**src/rtl/arcade_input_mapper.sv**
```systemverilog
// Arcade control mapper: merges PS/2 key events and joystick words into per-player
// direction/button/start/coin outputs with SOCD cleaning, autofire and coin pulses.
module arcade_input_mapper #(
  parameter int unsigned NUM_PLAYERS  = 2,
  parameter int unsigned COIN_CYCLES  = 120000,
  parameter int unsigned AUTOFIRE_DIV = 400000,
  parameter bit          SHARED_MODE  = 1'b0
) (
  input  logic                      clk_sys,
  input  logic                      reset_n,
  input  logic [10:0]               ps2_key,
  input  logic [32*NUM_PLAYERS-1:0] joy_in,
  input  logic [7:0]                autofire_en,
  input  logic [1:0]                socd_mode,
  output logic [4*NUM_PLAYERS-1:0]  dir_out,
  output logic [8*NUM_PLAYERS-1:0]  btn_out,
  output logic [NUM_PLAYERS-1:0]    start_out,
  output logic [NUM_PLAYERS-1:0]    coin_out,
  output logic                      key_event
);

  localparam int unsigned NP = NUM_PLAYERS;
  localparam int unsigned AW = $clog2(AUTOFIRE_DIV);
  localparam int unsigned CW = $clog2(COIN_CYCLES + 1);

  typedef enum logic [1:0] {
    SOCD_PASS    = 2'b00,
    SOCD_LAST    = 2'b01,
    SOCD_NEUTRAL = 2'b10,
    SOCD_PASS_B  = 2'b11
  } socd_e;

  // keys: [7:0] dirs P1/P2, [15:8] buttons A-D P1/P2, [19:16] start1-4, [23:20] coin1-4
  logic [23:0]        keys;
  logic [4:0]         key_idx;
  logic [1:0]         key_plr;
  logic               key_hit;
  logic               ps2_copy, primed, ps2_evt;

  logic [4*NP-1:0]    joy_dir_r, raw_dir, mix_dir, dir_prev, dir_next;
  logic [8*NP-1:0]    joy_btn_r, raw_btn, mix_btn, btn_prev, btn_next;
  logic [8*NP-1:0]    phase, phase_next;
  logic [NP-1:0]      joy_start_r, joy_coin_r, raw_start, raw_coin, coin_prev;
  logic [2*NP-1:0]    hist, hist_next;
  logic [AW-1:0]      af_cnt;
  logic               af_tick;
  logic [CW-1:0]      coin_cnt [NP];
  logic               unused_bits;

  always_comb begin
    key_hit = 1'b1;
    key_idx = '0;
    key_plr = '0;
    case ({ps2_key[8], ps2_key[7:0]})
      9'h175:         key_idx = 5'd3;
      9'h172:         key_idx = 5'd2;
      9'h16B:         key_idx = 5'd1;
      9'h174:         key_idx = 5'd0;
      9'h014:         key_idx = 5'd8;
      9'h011:         key_idx = 5'd9;
      9'h029:         key_idx = 5'd10;
      9'h012:         key_idx = 5'd11;
      9'h005, 9'h016: key_idx = 5'd16;
      9'h006, 9'h01E: begin key_idx = 5'd17; key_plr = 2'd1; end
      9'h004, 9'h026: begin key_idx = 5'd18; key_plr = 2'd2; end
      9'h00C, 9'h025: begin key_idx = 5'd19; key_plr = 2'd3; end
      9'h076, 9'h02E: key_idx = 5'd20;
      9'h036:         begin key_idx = 5'd21; key_plr = 2'd1; end
      9'h03D:         begin key_idx = 5'd22; key_plr = 2'd2; end
      9'h03E:         begin key_idx = 5'd23; key_plr = 2'd3; end
      9'h02D:         begin key_idx = 5'd7;  key_plr = 2'd1; end
      9'h02B:         begin key_idx = 5'd6;  key_plr = 2'd1; end
      9'h023:         begin key_idx = 5'd5;  key_plr = 2'd1; end
      9'h034:         begin key_idx = 5'd4;  key_plr = 2'd1; end
      9'h01C:         begin key_idx = 5'd12; key_plr = 2'd1; end
      9'h01B:         begin key_idx = 5'd13; key_plr = 2'd1; end
      9'h021:         begin key_idx = 5'd14; key_plr = 2'd1; end
      9'h01D:         begin key_idx = 5'd15; key_plr = 2'd1; end
      default:        key_hit = 1'b0;
    endcase
  end

  assign ps2_evt = primed & (ps2_key[10] ^ ps2_copy);

  always_ff @(posedge clk_sys or negedge reset_n) begin
    if (!reset_n) begin
      ps2_copy  <= 1'b0;
      primed    <= 1'b0;
      key_event <= 1'b0;
      keys      <= '0;
    end else begin
      ps2_copy  <= ps2_key[10];
      primed    <= 1'b1;
      key_event <= ps2_evt;
      if (ps2_evt && key_hit && (32'(key_plr) < NP))
        keys[key_idx] <= ps2_key[9];
    end
  end

  always_comb begin
    raw_dir   = '0;
    raw_btn   = '0;
    raw_start = '0;
    raw_coin  = '0;
    for (int unsigned p = 0; p < NP; p++) begin
      raw_dir[4*p +: 4] = joy_dir_r[4*p +: 4];
      raw_btn[8*p +: 8] = joy_btn_r[8*p +: 8];
      raw_start[p]      = joy_start_r[p] | keys[16+p];
      raw_coin[p]       = joy_coin_r[p] | keys[20+p];
      if (p < 2) begin
        raw_dir[4*p +: 4] = raw_dir[4*p +: 4] | keys[4*p +: 4];
        raw_btn[8*p +: 4] = raw_btn[8*p +: 4] | keys[8+4*p +: 4];
      end
    end
    mix_dir = raw_dir;
    mix_btn = raw_btn;
    if (SHARED_MODE) begin
      mix_dir = '0;
      mix_btn = '0;
      for (int unsigned p = 0; p < NP; p++) begin
        mix_dir[3:0] = mix_dir[3:0] | raw_dir[4*p +: 4];
        mix_btn[7:0] = mix_btn[7:0] | raw_btn[8*p +: 8];
      end
    end
  end

  // Pair q of player p: member a is R (q=0) or D (q=1), member b is L or U.
  // hist bit set means member b was the most recent to rise; simultaneous rises favour a.
  always_comb begin
    hist_next = hist;
    dir_next  = mix_dir;
    for (int unsigned p = 0; p < NP; p++) begin
      for (int unsigned q = 0; q < 2; q++) begin
        if (mix_dir[4*p+2*q] && !dir_prev[4*p+2*q])
          hist_next[2*p+q] = 1'b0;
        else if (mix_dir[4*p+2*q+1] && !dir_prev[4*p+2*q+1])
          hist_next[2*p+q] = 1'b1;
        if (mix_dir[4*p+2*q] && mix_dir[4*p+2*q+1]) begin
          case (socd_e'(socd_mode))
            SOCD_LAST: begin
              dir_next[4*p+2*q]   = ~hist_next[2*p+q];
              dir_next[4*p+2*q+1] = hist_next[2*p+q];
            end
            SOCD_NEUTRAL: begin
              dir_next[4*p+2*q]   = 1'b0;
              dir_next[4*p+2*q+1] = 1'b0;
            end
            default: ;
          endcase
        end
      end
    end
  end

  assign af_tick = (af_cnt == AW'(AUTOFIRE_DIV - 1));

  always_comb begin
    phase_next = phase;
    btn_next   = mix_btn;
    for (int unsigned i = 0; i < 8*NP; i++) begin
      if (mix_btn[i] && !btn_prev[i])
        phase_next[i] = 1'b1;
      else if (mix_btn[i] && af_tick)
        phase_next[i] = ~phase[i];
      if (autofire_en[i % 8])
        btn_next[i] = mix_btn[i] & phase_next[i];
    end
  end

  always_comb begin
    unused_bits = 1'b0;
    for (int unsigned p = 0; p < NP; p++)
      unused_bits = unused_bits ^ (^joy_in[32*p+14 +: 18]);
    for (int unsigned p = NP; p < 4; p++) begin
      unused_bits = unused_bits ^ keys[16+p] ^ keys[20+p];
      if (p < 2)
        unused_bits = unused_bits ^ (^keys[4*p +: 4]) ^ (^keys[8+4*p +: 4]);
    end
  end

  always_ff @(posedge clk_sys or negedge reset_n) begin
    if (!reset_n) begin
      joy_dir_r   <= '0;
      joy_btn_r   <= '0;
      joy_start_r <= '0;
      joy_coin_r  <= '0;
      dir_prev    <= '0;
      btn_prev    <= '0;
      coin_prev   <= '0;
      hist        <= '0;
      phase       <= '0;
      af_cnt      <= '0;
      dir_out     <= '0;
      btn_out     <= '0;
      start_out   <= '0;
      coin_out    <= '0;
      for (int unsigned p = 0; p < NP; p++)
        coin_cnt[p] <= '0;
    end else begin
      for (int unsigned p = 0; p < NP; p++) begin
        joy_dir_r[4*p +: 4] <= joy_in[32*p +: 4];
        joy_btn_r[8*p +: 8] <= joy_in[32*p+4 +: 8];
        joy_start_r[p]      <= joy_in[32*p+12];
        joy_coin_r[p]       <= joy_in[32*p+13];
        // A rise is accepted only while idle; coin_out drops on the cycle the count leaves 1.
        if (coin_cnt[p] == '0) begin
          if (raw_coin[p] && !coin_prev[p]) begin
            coin_cnt[p] <= CW'(COIN_CYCLES);
            coin_out[p] <= 1'b1;
          end else begin
            coin_out[p] <= 1'b0;
          end
        end else begin
          coin_cnt[p] <= coin_cnt[p] - CW'(1);
          coin_out[p] <= (coin_cnt[p] != CW'(1));
        end
      end
      dir_prev  <= mix_dir;
      btn_prev  <= mix_btn;
      coin_prev <= raw_coin;
      hist      <= hist_next;
      phase     <= phase_next;
      af_cnt    <= af_tick ? '0 : af_cnt + AW'(1);
      dir_out   <= dir_next;
      btn_out   <= btn_next;
      start_out <= raw_start;
    end
  end

endmodule
```
**config.mk**
```make
export PLATFORM = sky130hd
export DESIGN_NAME = arcade_input_mapper
export DESIGN_NICKNAME = d
export VERILOG_FILES = /design/src/rtl/arcade_input_mapper.sv
export SDC_FILE = /design/constraint.sdc
export NUM_CORES = 1
export LEC_CHECK = 0
export CAP_MARGIN = 20
export CORE_UTILIZATION = 54
export CTS_CLUSTER_DIAMETER = 40
export DETAILED_ROUTE_END_ITERATION = 10
export PLACE_DENSITY_LB_ADDON = 0.2
export SLEW_MARGIN = 25
export SYNTH_ARGS = -nofsm -noshare
export SYNTH_HDL_FRONTEND = slang
export SYNTH_SLANG_ARGS = --single-unit
```
**constraint.sdc**
```tcl
create_clock -name clk_sys -period 2.55 [get_ports clk_sys]
set_input_delay 0.6375 -clock clk_sys [delete_from_list [all_inputs] [get_ports clk_sys]]
set_output_delay 0.6375 -clock clk_sys [all_outputs]
set_load 0.05 [all_outputs]
```
==> results.cfg <==
[grt]
largest_net_degree_at_the_start_of_global_routing = 66
antenna_found_initial = 0
first_pass_grt_wire_length_mm = 27.61
overflow = 0
groute.usage.overall_pct = 23.98
first_global_vias = 5871

[route]
vias = 5710
remaining_antenna_violation_count_after_routing = 0
drt-vias-per-instance = 5.576
wire_per_inst_um = 16.07
routed_wl_mm = 16.46
first_pass_iters = 5
drt-initial-drc-count = 363
detail_route.drc_violations = 0

[cts]
clk_root_buffer_cell = sky130_fd_sc_hd__clkbuf_16
clk_pin_slew_worst_paths_ns = 0.06
cts_inserted_buffers = 17
cts_hold_buf = 0
tritoncts_clock_tree = built
htree_depth = 4
clock_path_buffers = 2
cts.sink_count = 178
clk-insertion-delay-late_ns = 0.42

[floorplanning]
floorplan.initialDensity_pct = 55.48
floorplan.die.width_um = 121.7
floorplan.die_area_mm2 = 0.01480
core_mm2 = 0.01393
row_count = 43
die_height_um = 121.7
ios = 116

[worst_setup_path]
cp-start-kind = input pin
critPathArrivalTime_ns = 2.77
ff2ff_path_depth = 6
cp_data_required_time_ns = 2.85
critPathKind = input pin to flop
critical_path_peak_fanout = 9
timing.critical_path.to_type = flop

[sta]
maxClockFrequency_mhz = 404.7
worst_slew_pin_slew_ns = 0.6420
grt_setup_unrepaired = yes
period_share_pct = 96.90
timing.setup.tns_ns = 0
final_max_slew_viol_count = 0
final.min_clock_period_ns = 2.471
final_hold_viols = 0
slew_headroom_pct = 57.07
finalClockSkew_ns = 0.01209
post-route-worst-setup-slack_ns = 0.07893
timing.final.setup_violations = 0

[logic_synthesis]
synth-edff-count = 0
synth_top_flop_cell = sky130_fd_sc_hd__dfrtp_1
yosys_warnings = 0
post_syn_area_mm2 = 0.007731
synth.yosys.seq_area_share_pct = 57.61
synth.top_cells.by_count = 178 x sky130_fd_sc_hd__dfrtp_1, 62 x sky130_fd_sc_hd__nor2_1, 44 x sky130_fd_sc_hd__nand2_1
postSynth.asyncResetShare_pct = 100.0
synth.net_count = 786
post-synth-top-area-fraction_pct = 57.61
number_of_flip_flops_and_latches_in_the_synthesized_netlist = 178
cell_with_the_most_instances_after_synthesis = sky130_fd_sc_hd__dfrtp_1
netlist_top_cells_area = sky130_fd_sc_hd__dfrtp_1 58%, sky130_fd_sc_hd__xnor2_1 4.2%, sky130_fd_sc_hd__mux2_2 3.5%
synthDominantAreaCellType = sky130_fd_sc_hd__dfrtp_1
synth_area_per_cell_um2 = 11.16
syn-instance-count = 693
ys_types = 63

[final_layout]
diodes = 0
fillerInstances = 1004
finalNonFillerCells = 1024
drive_above_1_share_pct = 19.08
area_growth_pct = 27.58
final_design_utilization_pct = 70.78
layout.nets = 924

[power_and_ir_drop]
p_leak_nw = 4.308
total_power_divided_by_cell_area_mw_per_mm2 = 710.6
vdd.ir_drop.worst_mv = 0.5317

[outcome]
run_status = completed

[placed_design]
port_buffers = 79
routabilityCongestion = 0.8466
placement.setup.worst_slack_ns = -0.6507
post-dp-hpwl_mm = 11.47
dpl.cell_count = 991

[flow_run]
maxCapViolations = 0

[min_path]
hold_path_class = input pin to async pin
what timing repair did:
action                                 CTS  global route
endpoints found under the hold margin    0             0
setup buffers                            1             0
setup endpoints to repair               20            17
pin swaps                                2             1
resized for setup                       17            14
metal layers:
metal | GRT usage (%) | vias to the layer above | routed length [um]
li1 | - | 2737 | -
met4 | 8.565 | 0 | 188
met3 | 5.524 | 20 | 547
met5 | 0 | - | 0
met2 | 40.87 | 100 | 8608
met1 | 29.86 | 2853 | 7113
kinds of logic after synthesis:
| family | after synthesis | synth area share [%] |
|---|---|---|
| AND/OR/NAND/NOR | 249 | 17.70 |
| buffers and inverters | 58 | 3.059 |
| adder cells (fa/ha/maj) | 6 | 0.9710 |
| XOR/XNOR | 52 | 5.891 |
| AO/OA/AOI/OAI | 125 | 11.22 |
| other | 1 | 0.04850 |
| multiplexers | 24 | 3.496 |
| flip-flops | 178 | 57.61 |
stage by stage:
step                hold WS [ns]  total power, mW  area [um2]
floorplan                 0.3419            3.947        7731
global placement          0.3813            4.310        9134
detailed placement        0.3856            4.370        9134
CTS                       0.2233            7.047        9801
global route              0.2437            7.329        9863
finish                    0.1974            7.009        9863
path summary, 6_finish.rpt:
kind	from	slack [ns]	to
setup / recovery	ps2_key[4]	0.08	keys[14]
hold / removal	reset_n	0.20	coin_cnt[16]
setup reg to reg	coin_cnt[27]	0.10	coin_cnt[24]
hold reg to reg	joy_btn_r[12]	0.40	btn_prev[12]
max in group asynchronous	reset_n	1.62	btn_prev[6]
min in group clk_sys	joy_btn_r[12]	0.40	btn_prev[12]
sequential cells by signal, indices dropped and copies added (netlist names), 8 cells and up:
register,cells
keys,20
btn_out,16
dir_prev,8
joy_dir_r,8
dir_out,8
phase,16
af_cnt,19
joy_btn_r,16
btn_prev,16
coin_cnt,34
layout make-up:
type	count	area [um2]	area share [%]
timing repair buffer	142	1308	13.26
multi-input combinational	457	3141	31.84
sequential	178	4454	45.16
inverter	35	131.4	1.332
clock buffer	18	429.2	4.351
clock inverter	14	175.2	1.776
tap	180	225.2	2.283
placed cells by master (no fill, tap or decap), drive strengths merged, types with 7 or more instances in the layout:
cell type	n
or4	9
clkbuf	18
nand2	44
o21ai	11
o22a	12
nand4	7
or3	9
nand2b	15
nor3	26
nor2	63
xnor2	37
dfrtp	178
clkdlybuf4s50	70
nor2b	9
nand3	27
buf	64
inv	39
mux2	24
a211oi	11
o32a	8
xor2	15
a31oi	22
a21oi	31
power breakdown:
part | internal (mW) | switching, mW
combinational | 0.456 | 0.568
sequential | 3.09 | 0.236
clock | 1.56 | 1.11
total | 5.10 | 1.91
worst max-delay path, cell delays in order:
cell,delay [ns]
sky130_fd_sc_hd__clkdlybuf4s50_1,0.45
sky130_fd_sc_hd__buf_4,0.19
sky130_fd_sc_hd__nor2b_1,0.15
sky130_fd_sc_hd__a32oi_2,0.23
sky130_fd_sc_hd__o221a_2,0.25
sky130_fd_sc_hd__nand3_1,0.09
sky130_fd_sc_hd__a2111oi_2,0.29
sky130_fd_sc_hd__buf_4,0.16
sky130_fd_sc_hd__mux2_2,0.31
No activity file was read; power rests on OpenSTA's default activity.
